### config.mk
export PLATFORM = sky130hd
export DESIGN_NAME = readout_arbiter_flat
export DESIGN_NICKNAME = d
export VERILOG_FILES = /design/src/rtl/readout_arbiter_pkg.sv /design/src/rtl/readout_arbiter_if.sv /design/src/rtl/readout_serializer.sv /design/src/rtl/readout_arbiter.sv /design/src/flat_wrapper.sv
export SDC_FILE = /design/constraint.sdc
export NUM_CORES = 1
export LEC_CHECK = 0
export BUFFER_PORTS_ARGS = -buffer_cell sky130_fd_sc_hd__buf_4
export CAP_MARGIN = 20
export CORE_MARGIN = 10
export CORE_UTILIZATION = 50
export CTS_CLUSTER_SIZE = 10
export DETAILED_ROUTE_END_ITERATION = 7
export GPL_TIMING_DRIVEN = 0
export PLACE_DENSITY = 0.82
export SLEW_MARGIN = 20
export SYNTH_ARGS = -nofsm -noshare
export SYNTH_HDL_FRONTEND = slang
export SYNTH_SLANG_ARGS = --single-unit
### constraint.sdc
create_clock -name clk -period 2.6 [get_ports clk]
set_input_delay 0.13 -clock clk [delete_from_list [all_inputs] [get_ports clk]]
set_output_delay 0.13 -clock clk [all_outputs]
set_load 0.03 [all_outputs]
### src/rtl/readout_arbiter_pkg.sv
// Shared readout definitions: serializer state encoding, source IDs, default header bytes.
// Latency: n/a (types and constants only).
// Backpressure: n/a.
package astropix_readout_pkg;

   // Frame phases. TRL exists only in builds that define READOUT_TRAILER_EN.
   typedef enum logic [1:0] {
      ST_IDLE = 2'd0,
      ST_HDR  = 2'd1,
      ST_DATA = 2'd2,
      ST_TRL  = 2'd3
   } state_t;

   localparam logic SRC_SPI = 1'b0;
   localparam logic SRC_SR  = 1'b1;

   localparam logic [7:0] HDR_SPI_DEF = 8'hA1;
   localparam logic [7:0] HDR_SR_DEF  = 8'hA2;

   // grant bit 0 = SPI, bit 1 = SR
   function automatic logic [1:0] src_onehot(input logic src);
      return (src == SRC_SR) ? 2'b10 : 2'b01;
   endfunction

endpackage

### src/rtl/readout_arbiter_if.sv
// Readout arbiter bus: two FWFT FIFO read ports, FTDI TX byte handshake, status.
// Latency: n/a (wiring only).
// Backpressure: tx_valid/tx_ready on the byte side; rd_en pops on the FIFO side.
// master = arbiter side, slave = FIFO/FTDI environment side.
interface readout_arbiter_if #(
   parameter int DATA_W = 64
);
   logic              arb_en;
   logic [DATA_W-1:0] spi_fifo_dout;
   logic              spi_fifo_empty;
   logic              spi_fifo_rd_en;
   logic [DATA_W-1:0] sr_fifo_dout;
   logic              sr_fifo_empty;
   logic              sr_fifo_rd_en;
   logic [7:0]        tx_data;
   logic              tx_valid;
   logic              tx_ready;
   logic [1:0]        grant;
   logic              busy;

   modport master (
      input  arb_en, spi_fifo_dout, spi_fifo_empty, sr_fifo_dout, sr_fifo_empty, tx_ready,
      output spi_fifo_rd_en, sr_fifo_rd_en, tx_data, tx_valid, grant, busy
   );

   modport slave (
      output arb_en, spi_fifo_dout, spi_fifo_empty, sr_fifo_dout, sr_fifo_empty, tx_ready,
      input  spi_fifo_rd_en, sr_fifo_rd_en, tx_data, tx_valid, grant, busy
   );

endinterface

### src/rtl/readout_serializer.sv
// Serializes one latched word into header + DATA_W/8 bytes MSB first (+ XOR trailer with READOUT_TRAILER_EN).
// Latency: header valid the cycle after i_load; 1+BYTES (2+BYTES with trailer) cycles per frame at full rate.
// Backpressure: each byte held stable on o_tx_valid until i_tx_ready; nothing dropped.
// Ports: clk/res_n; i_load/i_word/i_hdr start a frame (only honoured in IDLE);
//        o_tx_data/o_tx_valid/i_tx_ready byte handshake; o_busy = frame active; o_done = last byte accepted.
module readout_serializer
   import astropix_readout_pkg::*;
#(
   parameter int DATA_W = 64
) (
   input  logic              clk,
   input  logic              res_n,
   input  logic              i_load,
   input  logic [DATA_W-1:0] i_word,
   input  logic [7:0]        i_hdr,
   input  logic              i_tx_ready,
   output logic [7:0]        o_tx_data,
   output logic              o_tx_valid,
   output logic              o_busy,
   output logic              o_done
);

   localparam int BYTES = DATA_W / 8;
   localparam int IDX_W = (BYTES > 1) ? $clog2(BYTES) : 1;

   state_t            r_state;
   state_t            w_state_nxt;
   logic [DATA_W-1:0] r_shift;
   logic [7:0]        r_hdr;
   logic [IDX_W-1:0]  r_idx;
   logic              w_last;
`ifdef READOUT_TRAILER_EN
   logic [7:0]        r_xor;
`endif

   assign w_last = (r_idx == IDX_W'(BYTES - 1));
   assign o_busy = (r_state != ST_IDLE);

   always_ff @(posedge clk) begin
      if (!res_n) begin
         r_state <= ST_IDLE;
         r_shift <= '0;
         r_hdr   <= '0;
         r_idx   <= '0;
`ifdef READOUT_TRAILER_EN
         r_xor   <= '0;
`endif
      end else begin
         r_state <= w_state_nxt;
         if (i_load && (r_state == ST_IDLE)) begin
            r_shift <= i_word;
            r_hdr   <= i_hdr;
            r_idx   <= '0;
`ifdef READOUT_TRAILER_EN
            r_xor   <= i_hdr;
`endif
         end else if ((r_state == ST_DATA) && i_tx_ready) begin
            // Current byte always sits in the top lane; shift the next one up on accept.
            r_shift <= {r_shift[DATA_W-9:0], 8'h00};
            r_idx   <= r_idx + 1'b1;
`ifdef READOUT_TRAILER_EN
            r_xor   <= r_xor ^ r_shift[DATA_W-1 -: 8];
`endif
         end
      end
   end

   always_comb begin
      w_state_nxt = r_state;
      o_tx_valid  = 1'b0;
      o_tx_data   = 8'h00;
      o_done      = 1'b0;
      case (r_state)
         ST_IDLE: begin
            if (i_load) w_state_nxt = ST_HDR;
         end
         ST_HDR: begin
            o_tx_valid = 1'b1;
            o_tx_data  = r_hdr;
            if (i_tx_ready) w_state_nxt = ST_DATA;
         end
         ST_DATA: begin
            o_tx_valid = 1'b1;
            o_tx_data  = r_shift[DATA_W-1 -: 8];
            if (i_tx_ready && w_last) begin
`ifdef READOUT_TRAILER_EN
               w_state_nxt = ST_TRL;
`else
               w_state_nxt = ST_IDLE;
               o_done      = 1'b1;
`endif
            end
         end
`ifdef READOUT_TRAILER_EN
         ST_TRL: begin
            o_tx_valid = 1'b1;
            o_tx_data  = r_xor;
            if (i_tx_ready) begin
               w_state_nxt = ST_IDLE;
               o_done      = 1'b1;
            end
         end
`endif
         default: w_state_nxt = ST_IDLE;
      endcase
   end

endmodule

### src/rtl/readout_arbiter.sv
// Round-robin (burst-limited) arbiter popping SPI/SR FWFT FIFOs into framed FTDI byte stream.
// Latency: pop decided combinationally in IDLE, header the next cycle; one IDLE cycle between frames.
// Backpressure: tx_ready stalls the running frame in place; frames never interleave; arb_en only gates new frames.
// Ports: clk, res_n (sync, active low); bus (readout_arbiter_if.master): arb_en, SPI/SR FIFO
//        dout/empty/rd_en, tx_data/tx_valid/tx_ready, grant (one-hot [0]=SPI [1]=SR), busy.
// Build option: READOUT_TRAILER_EN adds an XOR trailer byte per frame (handled in readout_serializer).
module readout_arbiter
   import astropix_readout_pkg::*;
#(
   parameter int         DATA_W    = 64,
   parameter int         BURST_LEN = 4,
   parameter logic [7:0] HDR_SPI   = HDR_SPI_DEF,
   parameter logic [7:0] HDR_SR    = HDR_SR_DEF
) (
   input  logic               clk,
   input  logic               res_n,
   readout_arbiter_if.master  bus
);

   localparam int CNT_W = $clog2(BURST_LEN + 1);

   logic              r_ptr;      // last granted source
   logic [CNT_W-1:0]  r_burst;    // consecutive frames from r_ptr, saturating
   logic [1:0]        r_grant;
   logic              w_spi_av;
   logic              w_sr_av;
   logic              w_sel;
   logic              w_start;
   logic              w_ser_busy;
   logic              w_ser_done;
   logic [DATA_W-1:0] w_word;
   logic [7:0]        w_hdr;

   assign w_spi_av = !bus.spi_fifo_empty;
   assign w_sr_av  = !bus.sr_fifo_empty;

   always_comb begin
      w_sel = r_ptr;
      if (w_spi_av && w_sr_av) begin
         // Hand over only once the owner has used up its burst while the other side waits.
         w_sel = (r_burst == CNT_W'(BURST_LEN)) ? ~r_ptr : r_ptr;
      end else if (w_sr_av) begin
         w_sel = SRC_SR;
      end else begin
         w_sel = SRC_SPI;
      end
   end

   assign w_start = res_n && bus.arb_en && !w_ser_busy && (w_spi_av || w_sr_av);

   assign bus.spi_fifo_rd_en = w_start && (w_sel == SRC_SPI);
   assign bus.sr_fifo_rd_en  = w_start && (w_sel == SRC_SR);

   assign w_word = (w_sel == SRC_SR) ? bus.sr_fifo_dout : bus.spi_fifo_dout;
   assign w_hdr  = (w_sel == SRC_SR) ? HDR_SR : HDR_SPI;

   always_ff @(posedge clk) begin
      if (!res_n) begin
         r_ptr   <= SRC_SPI;
         r_burst <= '0;
         r_grant <= 2'b00;
      end else if (w_start) begin
         r_ptr   <= w_sel;
         r_grant <= src_onehot(w_sel);
         if (w_sel != r_ptr)
            r_burst <= CNT_W'(1);
         else if (r_burst != CNT_W'(BURST_LEN))
            r_burst <= r_burst + 1'b1;
      end else if (w_ser_done) begin
         r_grant <= 2'b00;
      end
   end

   readout_serializer #(
      .DATA_W (DATA_W)
   ) u_ser (
      .clk        (clk),
      .res_n      (res_n),
      .i_load     (w_start),
      .i_word     (w_word),
      .i_hdr      (w_hdr),
      .i_tx_ready (bus.tx_ready),
      .o_tx_data  (bus.tx_data),
      .o_tx_valid (bus.tx_valid),
      .o_busy     (w_ser_busy),
      .o_done     (w_ser_done)
   );

   assign bus.grant = r_grant;
   assign bus.busy  = w_ser_busy;

endmodule

### src/flat_wrapper.sv
// flat-port wrapper written by rule: the top's interface ports become plain ports
module readout_arbiter_flat import astropix_readout_pkg::*;
#(
   parameter int         DATA_W    = 64,
   parameter int         BURST_LEN = 4,
   parameter logic [7:0] HDR_SPI   = HDR_SPI_DEF,
   parameter logic [7:0] HDR_SR    = HDR_SR_DEF
)
  (clk, res_n, bus_arb_en, bus_spi_fifo_dout, bus_spi_fifo_empty, bus_sr_fifo_dout, bus_sr_fifo_empty, bus_tx_ready, bus_spi_fifo_rd_en, bus_sr_fifo_rd_en, bus_tx_data, bus_tx_valid, bus_grant, bus_busy);
  readout_arbiter_if #(.DATA_W(DATA_W)) bus_i ();
  input  logic clk;
  input  logic res_n;
  input wire logic [$bits(bus_i.arb_en)-1:0] bus_arb_en;
  input wire logic [$bits(bus_i.spi_fifo_dout)-1:0] bus_spi_fifo_dout;
  input wire logic [$bits(bus_i.spi_fifo_empty)-1:0] bus_spi_fifo_empty;
  input wire logic [$bits(bus_i.sr_fifo_dout)-1:0] bus_sr_fifo_dout;
  input wire logic [$bits(bus_i.sr_fifo_empty)-1:0] bus_sr_fifo_empty;
  input wire logic [$bits(bus_i.tx_ready)-1:0] bus_tx_ready;
  output wire logic [$bits(bus_i.spi_fifo_rd_en)-1:0] bus_spi_fifo_rd_en;
  output wire logic [$bits(bus_i.sr_fifo_rd_en)-1:0] bus_sr_fifo_rd_en;
  output wire logic [$bits(bus_i.tx_data)-1:0] bus_tx_data;
  output wire logic [$bits(bus_i.tx_valid)-1:0] bus_tx_valid;
  output wire logic [$bits(bus_i.grant)-1:0] bus_grant;
  output wire logic [$bits(bus_i.busy)-1:0] bus_busy;
  assign bus_i.arb_en = bus_arb_en;
  assign bus_i.spi_fifo_dout = bus_spi_fifo_dout;
  assign bus_i.spi_fifo_empty = bus_spi_fifo_empty;
  assign bus_i.sr_fifo_dout = bus_sr_fifo_dout;
  assign bus_i.sr_fifo_empty = bus_sr_fifo_empty;
  assign bus_i.tx_ready = bus_tx_ready;
  assign bus_spi_fifo_rd_en = bus_i.spi_fifo_rd_en;
  assign bus_sr_fifo_rd_en = bus_i.sr_fifo_rd_en;
  assign bus_tx_data = bus_i.tx_data;
  assign bus_tx_valid = bus_i.tx_valid;
  assign bus_grant = bus_i.grant;
  assign bus_busy = bus_i.busy;
  readout_arbiter #(.DATA_W(DATA_W), .BURST_LEN(BURST_LEN), .HDR_SPI(HDR_SPI), .HDR_SR(HDR_SR)) u_core (.clk(clk), .res_n(res_n), .bus(bus_i));
endmodule
# Word level (Yosys, flattened, before mapping)
# Index checks and enable logic that the tools add are counted.
[op_classes]
n_addsub = 2
mul = 0
div_mod_pow = 0
n_lt_le_gt_ge = 0
n_eq_ne = 9
n_shift = 0
n_mux = 20
bitwise_logic = 3
n_reduce_logical = 22
[ops]
columns = ["cell", "n"]
rows = [
  ["64-bit two-way mux", 3],
  ["8-bit case mux with 2 select lines", 1],
  ["2-bit two-way mux", 7],
  ["1-bit logical AND", 9],
  ["2-bit nonzero test", 4],
  ["3-bit by 1-bit adder with 3-bit output (second input constant)", 2],
  ["3-bit equality test (second input constant)", 2],
  ["1-bit two-way mux", 6],
  ["3-bit two-way mux", 2],
  ["2-bit case mux with 3 select lines", 1],
  ["2-bit inequality test (second input constant)", 2],
  ["2-bit OR reduction", 2],
  ["1-bit zero test", 3],
  ["3-bit inequality test (second input constant)", 1],
  ["1-bit inverter", 3],
  ["3-bit AND reduction", 1],
  ["2-bit by 1-bit equality test with 1-bit output (second input constant)", 1],
  ["2-bit equality test (second input constant)", 1],
  ["2-bit zero test", 1],
  ["2-bit by 1-bit inequality test with 1-bit output (second input constant)", 1],
  ["2-bit AND reduction", 1],
  ["1-bit logical OR", 1],
  ["1-bit inequality test", 1],
]
[totals]
ff_bits = 83
latchBits = 0
ramBits = 0
mem_bits_ro = 0
inputBits = 134
out_inout_bits = 14
wordCells = 63
mem_count = 0

# Logic depth before layout (Yosys ltp)
# Gate-level depths: netlist of the first run.
[depth]
ltp_word = 6
depth_mapped = 8

# Hierarchy
# Synthesis of the first run repeated with hierarchy kept, for this count alone.
[hier_totals]
hier_cells = 547
hier_area_um2 = 4573.1
[modules_own_cells]
columns = ["mod", "instances", "cells_per_inst", "area_each_um2", "seq_area_each_um2"]
rows = [
  ["readout_serializer", 1, 429, 3398.3, 1541.5],
  ["readout_arbiter", 1, 118, 1174.9, 120.1],
]

# Worst setup path before layout of the first run
# Ideal clock, no wire load.
[synth_timing]
path_type = "reg2reg"
startpoint = "register u_core.u_ser.r_state[0]"
endpoint = "register u_core.u_ser.r_shift[0]"
arrival_ns = 1.917
slack_ns = 0.617
path_stages_with_launch = 9
n_path_buf = 2
period_less_slack_ns = 1.983
cell_sequence = "dfxtp_1 > inv_1 > ha_1 > nand4b_1 > clkbuf_1 > a211oi_1 > clkbuf_1 > a221oi_1 > nor2_1"
[synth_between]
elab_chain_len = 6
[synth_lines]
columns = ["item", "line", "source"]
rows = [
  ["from (decl)", "readout_serializer.sv:26", "state_t r_state;"],
  ["from (signal assigned)", "readout_serializer.sv:49", "r_state <= w_state_nxt;"],
  ["2-bit nonzero test", "readout_serializer.sv:37", "assign o_busy = (r_state != ST_IDLE);"],
  ["1-bit zero test", "readout_arbiter.sv:49", "assign w_start = res_n && bus.arb_en && !w_ser_busy && (w_spi_av || w_sr_av);"],
  ["1-bit logical AND (2 in series)", "readout_arbiter.sv:49", ""],
  ["1-bit logical AND", "readout_serializer.sv:50", "if (i_load && (r_state == ST_IDLE)) begin"],
  ["64-bit two-way mux / 2-bit nonzero test (equally long branches)", "-", ""],
  ["to (signal assigned)", "readout_serializer.sv:51", "r_shift <= i_word;"],
  ["to (signal assigned)", "readout_serializer.sv:59", "r_shift <= {r_shift[DATA_W-9:0], 8'h00};"],
  ["to (decl)", "readout_serializer.sv:28", "logic [DATA_W-1:0] r_shift;"],
]
# Parallel ways exist; a longest one is shown, timed or not.
# A chain may end at the register's enable or synchronous reset.

# Worst setup path after layout of the first run
[layout_timing]
startpoint = "register u_core.r_burst[0]"
endpoint = "register u_core.u_ser.r_shift[35]"
[layout_between]
elab_chain_len = 5
[layout_lines]
columns = ["item", "line", "source"]
rows = [
  ["from (decl)", "readout_arbiter.sv:23", "logic [CNT_W-1:0] r_burst;"],
  ["from (signal assigned)", "readout_arbiter.sv:68", "r_burst <= r_burst + 1'b1;"],
  ["3-bit equality test", "readout_arbiter.sv:41", "w_sel = (r_burst == CNT_W'(BURST_LEN)) ? ~r_ptr : r_ptr;"],
  ["1-bit two-way mux", "readout_arbiter.sv:41", ""],
  ["1-bit two-way mux", "readout_arbiter.sv:39", "if (w_spi_av && w_sr_av) begin"],
  ["64-bit two-way mux", "readout_arbiter.sv:54", "assign w_word = (w_sel == SRC_SR) ? bus.sr_fifo_dout : bus.spi_fifo_dout;"],
  ["64-bit two-way mux", "readout_serializer.sv:50", ""],
]
# Every way passes these cells.

==> reports/qor.yml, run 1 <==
outcome:
  status: "finished, final reports clean"
timing:
  max_freq_mhz: 399
  period_share_pct: 96.4
  whs_ns: 0.0374
  finalCriticalPeriod_ns: 2.51
  rsz0062_at_grt: "yes"
  setup_violations: 0
  final-max-slew-violation-count: 0
  worst_slew_pin_slew_ns: 0.776
  skew_ns: 0.00824
  fin_ws_ns: 0.0944
  maxSlewHeadroom_pct: 47.7
  finalSetupTns_ns: 0
  finalHoldViolCount: 0
clock_tree:
  clock_tree.root_cell: "clkbuf_8"
  clk_pin_slew_ns: 0.08
  h-tree-depth: 3
  cts_sinks: 78
  cts_tree: "built"
  worstSkewPairLatency_ns: 0.36
  cts_buffers: 9
  cts_buffer_depth: 2
logic_synthesis:
  async_flop_share_pct: 0
  synth-edff-count: 0
  synth_area_leaders: "dfxtp_1 (38%), a311oi_1 (12%), nand2_1 (12%), a21o_1 (10%), o21ai_0 (8.6%)"
  ys_ff_latch: 78
  synth_top_cell_area_share_pct: 38.1
  synth_most_common_cell: "nand2_1"
  yosysUniqueCellTypes: 29
  syn-cell-area_um2: 4100
  synth_warnings: 0
  synthCells: 522
  synth_commonest_cells: "nand2_1 (130), dfxtp_1 (78), o21ai_0 (70)"
  synthFlopType: "dfxtp_1"
  synth_top_area_cell: "dfxtp_1"
  synth_nets: 665
  avgSynthCellArea_um2: 7.85
  synth_seq_area_share_pct: 38.1
floorplanning:
  num_rows: 32
  die_h_um: 111
  die_w_um: 111
  design.core.area_um2: 7850
  initial_utilization_pct: 52.2
  io_pins: 148
  fp.dieArea_um2: 12200
pwr:
  p_leak_nw: 2.87
  peakVddDrop_uv: 420
  power_density_nw_per_um2: 622
cells_and_area:
  n_fill_cell: 577
  final_nets: 880
  utilization_pct: 78.3
  final_area_um2: 6150
  drive_above_1_share_pct: 24.0
  area_growth_pct: 50.1
global_route:
  grt_pass1_vias: 5259
  track_usage_pct: 24.8
  overflow: 0
  antenna_found_initial: 1
  grt_pass1_wl_um: 25800
  grt_start_max_net_pins: 13
detailed_routing:
  antenna_left: 0
  vias: 5040
  avgRoutedWirePerCell_um: 19.2
  drt_first_pass_iters: 5
  drcViolationCount: 0
  via_per_inst: 5.96
  wl_um: 16300
  drt_iter0_markers: 418
setup_path:
  cp-start-kind: "flop"
  end_kind: "flop"
  r2r-end: "u_core.u_ser.r_shift[35]"
  r2r-start: "u_core.r_burst[0]"
  r2r_slack_ns: 0.09
  arrival_ns: 2.76
  cp_max_fo: 10
  r2r_cells: 9
  required_ns: 2.86
  crit_type: "flop to flop"
min_path:
  worstHoldStart: "bus_spi_fifo_dout[5]"
  hp-class: "input pin to flop"
  whs_path_depth: 3
  min_to: "u_core.u_ser.r_shift[5]"
place:
  dpl.hpwl_um: 11200
  dp_slack_ns: 0.141
  globalplace.congestion: 0.906
  port_buffers: 147
  place_area_um2: 5330
flow_run:
  maxCapViolCount: 0
worst max-delay path, cell delays in order, from the launching register on:
cell	delay, ns
dfxtp_1	0.35
inv_1	0.07
ha_1	0.24
nand2_1	0.22
a2111oi_4	0.46
buf_4	0.18
buf_4	0.15
clkbuf_1	0.41
a311oi_1	0.13
a21o_1	0.20
timing repair:
| item | in CTS | in global routing |
|---|---|---|
| hold endpoints to repair | 56 | 0 |
| setup buffers | 1 | 1 |
| gates resized for setup | 2 | 5 |
| hold buffers | 56 | 0 |
| setup endpoints to repair | 2 | 2 |
| pin swaps | 1 | 1 |
logic make-up after synthesis:
family / Yosys count / share of synthesized area [%]
simple gates: 163 / 16.2
flops: 78 / 38.1
buf+inv: 56 / 5.38
xor+xnor: 1 / 0.214
mux: 2 / 0.489
compound gates: 213 / 36.9
fa+ha+maj: 9 / 2.75
state kept, by name, summed over array words and instances (netlist names):
name,count
u_core.r_burst,3
u_core.u_ser.r_hdr,3
u_core.r_ptr,1
u_core.u_ser.r_state,2
u_core.bus.grant,2
u_core.u_ser.r_shift,64
u_core.u_ser.r_idx,3
through the flow:
step	cells	total power, mW
detailed placement	771	2.65
finish	845	3.82
CTS	844	3.77
global placement	771	2.61
floorplan	522	2.24
global route	845	3.99
how the worst max path moves through the flow:
stage | end | from | slack, ns | cells past startpoint
5_1_grt | u_core.u_ser.r_shift[37] | u_core.r_burst[0] | -0.04 | 9
6_report | u_core.u_ser.r_shift[35] | u_core.r_burst[0] | 0.09 | 9
4_1_cts | bus_sr_fifo_rd_en | u_core.u_ser.r_state[1] | 0.04 | 7
2_1_floorplan | u_core.u_ser.r_shift[0] | u_core.u_ser.r_state[0] | 0.62 | 8
3_3_place_gp | bus_sr_fifo_rd_en | u_core.r_burst[0] | 0.19 | 7
3_5_place_dp | bus_sr_fifo_rd_en | u_core.r_burst[0] | 0.14 | 7
area by class of cell:
cell class	count	area (µm²)	share of cell area, %
well taps	102	128	2.08
plain buffers	48	196	3.20
inverters	7	26.3	0.427
clock buffers	13	169	2.75
multi-input cells	388	2320	37.7
clock inverters	3	65.1	1.06
flip-flops and latches	78	1560	25.4
diodes	1	2.50	0.0407
repair buffers	205	1680	27.3
cells in the final DEF (no fill, tap or decap), types with 2 or more instances in the layout:
master	n
a31oi_1	3
nor2_1	14
a22oi_1	2
a21boi_0	2
buf_2	6
nor2b_1	4
a21oi_1	7
nand3_1	5
dfxtp_1	78
mux2i_1	2
o21ai_0	70
buf_4	150
clkbuf_8	12
o21a_1	2
a21o_1	56
clkbuf_1	40
inv_1	7
and2_1	6
ha_1	9
bufinv_16	2
a31o_2	3
nand2_1	130
a221oi_1	9
a311oi_1	56
dlygate4sd3_1	56
power by group:
group          total, mW  leakage, nW  switching [mW]  internal, mW
Combinational       1.18         2.11           0.625         0.554
Clock               1.07        0.120           0.453         0.619
Sequential          1.57        0.641           0.144          1.43
Total               3.82         2.87            1.22          2.60
per-layer routing:
metal  track usage (%)  routed length (µm)  vias up
met5                 0                   0        -
met4              12.0                 513        0
met3              6.27                1430       48
met2              40.7                7810      314
met1              29.5                6520     2348
li1                  -                   -     2330
Power figures use the tool's default switching activity.
==> run 2, diff against run 1 <==
Settings changed: GPL_TIMING_DRIVEN 0 to 1, RECOVER_POWER from default to 50.
==> reports/qor.yml, run 2 (synthesis results as in run 1) <==
outcome:
  status: "finished, final reports clean"
setup_path:
  cp_max_fo: 44
  cp_slowest_cell: "clkbuf_2"
  path_delay_family: "buffers and inverters"
  crit_chain: "inv_1 -> ha_1 -> and3_1 -> nand2_2 -> clkbuf_2 -> a311oi_1 -> a21o_1"
  r2r_slack_ns: 0.18
  arrival_ns: 2.65
  cp-start-kind: "flop"
  end_kind: "flop"
  max_stage_delay_ns: 0.73
  crit_type: "flop to flop"
  worst-path-buf-inv: 2
  required_ns: 2.83
clock_tree:
  cts_resized: 0
  cts_sinks: 78
  h-tree-depth: 3
  clk_pin_slew_ns: 0.08
  worstSkewPairLatency_ns: 0.34
  cts_hold_buf: 54
  clock_tree.root_cell: "clkbuf_8"
  post_cts_buffers: 0
  cts_tree: "built"
  cts_buffers: 9
  cts_buffer_depth: 2
place:
  globalplace.congestion: 0.865
  port_buffers: 147
  dpl.hpwl_um: 9720
  place_area_um2: 5270
  dp_slack_ns: 0.417
  placedCellCount: 734
timing:
  finalSetupTns_ns: 0
  rsz0062_at_grt: "no"
  final-max-slew-violation-count: 0
  finalHoldViolCount: 0
  max_freq_mhz: 413
  finalCriticalPeriod_ns: 2.42
  maxSlewHeadroom_pct: 35.5
  setup_violations: 0
  skew_ns: 0.00859
  period_share_pct: 93.1
  fin_ws_ns: 0.179
  worst_slew_pin_slew_ns: 0.968
global_route:
  grt_pass1_wl_um: 23900
  grt_pass1_vias: 4821
  overflow: 0
  antenna_found_initial: 0
  track_usage_pct: 22.6
  grt_start_max_net_pins: 65
min_path:
  hp-class: "input pin to flop"
cells_and_area:
  largest_register: "u_core.u_ser.r_shift"
  n_fill_cell: 573
  ff_latch_area_um2: 1560
  area_growth_pct: 45.6
  final_nets: 842
  layout_commonest_cell: "buf_4"
  drive_above_1_share_pct: 24.2
  largest_reg_flops: 64
  stdcell_count: 805
  multiInputGateArea_um2: 2320
  diodes: 0
  layout_common_cells: "buf_4 (147), nand2_1 (128), dfxtp_1 (78)"
  final_area_um2: 5960
  utilization_pct: 76.0
detailed_routing:
  drt_first_pass_iters: 4
  drcViolationCount: 0
  vias: 4748
  drt_iter0_markers: 358
  via_per_inst: 5.90
  antenna_left: 0
  avgRoutedWirePerCell_um: 18.4
  wl_um: 14900
pwr:
  power_density_nw_per_um2: 585
  peakVddDrop_uv: 321
  p_leak_nw: 2.76
flow_run:
  maxCapViolCount: 0
floorplanning:
  die_w_um: 111
  initial_utilization_pct: 52.2
  io_pins: 148
  num_rows: 32
  die_h_um: 111
  design.core.area_um2: 7850
  fp.dieArea_um2: 12200
==> run 2: cell count changes in the layout (fill, tap and decap cells not counted), sizes merged <==
cell	before	now
bufinv	2	0
diode	1	0
buf	156	150
clkbuf	54	23
==> run 2: cell type report <==
class                      instances  area share [%]
clock buffer                      14            2.73
sequential                        78            26.2
tap                              102            2.14
inverter                           7           0.441
clock inverter                     1          0.0839
multi-input combinational        388            38.9
timing repair buffer             215            29.5
==> run 2: through the flow <==
step,power (mW),hold WS [ns]
floorplan,2.24,0.240
global placement,2.60,0.324
detailed placement,2.64,0.328
CTS,3.50,0.00584
global route,3.68,0.0459
finish,3.49,0.0607
==> run 2: report_power, final <==
group / total (mW) / internal, mW / switching [mW]
clock: 0.795 / 0.394 / 0.401
sequential: 1.57 / 1.43 / 0.142
combinational: 1.12 / 0.535 / 0.589
total: 3.49 / 2.36 / 1.13
==> run 2: worst paths after layout <==
path	from	to	depth (start not counted)
setup / recovery	u_core.u_ser.r_state[0]	u_core.u_ser.r_shift[42]	7
hold / removal	bus_sr_fifo_dout[2]	u_core.u_ser.r_shift[2]	3
setup reg to reg	u_core.u_ser.r_state[0]	u_core.u_ser.r_shift[42]	7
hold reg to reg	u_core.u_ser.r_hdr[5]	u_core.u_ser.r_hdr[5]	2
==> run 2: per-layer routing <==
layer	global-route usage, %	vias up	part of all wire (%)
met2	38.4	248	50
met1	27.3	2224	41
li1	-	2254	-
met5	0	-	0
met4	6.82	0	1.8
met3	5.51	22	7.4
==> run 2: worst register-to-register path, stage by stage, from the launching register on <==
cell      delay (ns)
dfxtp_1         0.40
inv_1           0.11
ha_1            0.27
and3_1          0.21
nand2_2         0.07
clkbuf_2        0.73
a311oi_1        0.28
a21o_1          0.24
==> run 3, diff against run 2 <==
Settings changed: PLACE_DENSITY 0.82 to 0.89.
==> reports/qor.yml, run 3 (synthesis results as in run 1) <==
outcome:
  status: "finished, final reports clean"
floorplanning:
  num_rows: 32
  die_h_um: 111
  io_pins: 148
  die_w_um: 111
  fp.dieArea_um2: 12200
  design.core.area_um2: 7850
  initial_utilization_pct: 52.2
setup_path:
  cp-start-kind: "flop"
  r2r_slack_ns: 0.21
  cp_max_fo: 72
  crit_type: "flop to primary output"
  r2r-start: "u_core.u_ser.r_state[0]"
  r2r_cells: 7
  end_kind: "primary output"
  required_ns: 2.47
  arrival_ns: 2.33
  r2r-end: "u_core.u_ser.r_shift[45]"
pwr:
  power_mw: 3.74
  peakVddDrop_uv: 294
  p_leak_nw: 2.79
  power_density_nw_per_um2: 621
place:
  port_buffers: 147
  place_area_um2: 5270
  dp_slack_ns: 0.496
  dpl.hpwl_um: 9980
  globalplace.congestion: 0.895
  placedCellCount: 733
clock_tree:
  h-tree-depth: 3
  clk_pin_slew_ns: 0.08
  cts_buffers: 9
  cts_tree: "built"
  cts_buffer_depth: 2
  clock_tree.root_cell: "clkbuf_8"
  cts_sinks: 78
  worstSkewPairLatency_ns: 0.35
  post_cts_buffers: 0
cells_and_area:
  largest_register: "u_core.u_ser.r_shift"
  stdcell_count: 806
  layout_common_cells: "buf_4 (145), nand2_1 (128), dfxtp_1 (78)"
  multiInputGateArea_um2: 2320
  drive_above_1_share_pct: 24.3
  n_fill_cell: 557
  utilization_pct: 76.7
  area_growth_pct: 47.0
  largest_reg_flops: 64
  final_nets: 841
  final_area_um2: 6020
  ff_latch_area_um2: 1560
  layout_commonest_cell: "buf_4"
global_route:
  antenna_found_initial: 1
  grt_pass1_vias: 4846
  track_usage_pct: 23.1
  grt_pass1_wl_um: 24200
  grt_start_max_net_pins: 75
  overflow: 0
detailed_routing:
  wl_met1_um: 6050
  via_per_inst: 5.89
  wl_met3_um: 858
  antenna_left: 0
  drcViolationCount: 0
  avgRoutedWirePerCell_um: 18.5
  routed.top_layer: "met4"
  wl_met2_um: 7520
  drt_iter0_markers: 326
  wl_um: 14900
  drt_first_pass_iters: 5
  vias: 4750
timing:
  max_freq_mhz: 407
  rsz0062_at_grt: "no"
  finalSetupTns_ns: 0
  setup_violations: 0
  finalCriticalPeriod_ns: 2.46
  final-max-slew-violation-count: 0
  period_share_pct: 94.5
  finalHoldViolCount: 0
  fin_ws_ns: 0.142
  maxSlewHeadroom_pct: 47.3
  whs_ns: 0.0488
  skew_ns: 0.0106
  worst_slew_pin_slew_ns: 0.782
min_path:
  whs_path_depth: 3
  worstHoldStart: "bus_sr_fifo_dout[6]"
  hp-class: "input pin to flop"
  min_to: "u_core.u_ser.r_shift[6]"
flow_run:
  maxCapViolCount: 0
==> run 3: cell count changes in the layout (fill, tap and decap cells not counted), sizes merged <==
cell	before	now
buf	150	148
bufinv	0	2
diode	0	1
==> run 3: area by class of cell <==
| type | instances | area share (%) |
|---|---|---|
| repair buffers | 214 | 29.1 |
| well taps | 102 | 2.12 |
| clock inverters | 3 | 1.08 |
| multi-input cells | 388 | 38.5 |
| flip-flops and latches | 78 | 25.9 |
| inverters | 7 | 0.436 |
| clock buffers | 13 | 2.81 |
| diodes | 1 | 0.0416 |
==> run 3: layer usage <==
metal	up-vias	global-route usage, %
met1	2271	26.8
met4	0	9.93
li1	2245	-
met3	40	5.13
met5	-	0
met2	194	39.7
==> run 3: repair_timing <==
item | CTS | global route
hold buffers | 55 | 1
endpoints found under the hold margin | 55 | 1
gates resized for setup | 0 | 0
==> run 3: report_power, final <==
part           internal [mW]  total [mW]  switching, mW
clock network          0.619        1.06          0.437
registers               1.43        1.57          0.142
logic                  0.530        1.11          0.583
==> run 3: how the worst max path moves through the flow <==
stage / from / cells past startpoint / endpoint
floorplan: u_core.u_ser.r_state[0] / 8 / u_core.u_ser.r_shift[0]
global placement: u_core.u_ser.r_state[0] / 7 / u_core.u_ser.r_shift[23]
detailed placement: u_core.r_burst[0] / 7 / u_core.u_ser.r_shift[55]
CTS: u_core.r_burst[0] / 6 / bus_sr_fifo_rd_en
global route: u_core.r_burst[0] / 6 / bus_sr_fifo_rd_en
finish: u_core.r_burst[0] / 6 / bus_sr_fifo_rd_en
==> run 3: worst max-delay path: stages (launching register included) <==
cell	delay (ns)
dfxtp_1	0.38
inv_1	0.06
ha_1	0.24
and4b_1	0.22
a2111oi_4	0.50
buf_12	0.35
buf_4	0.22
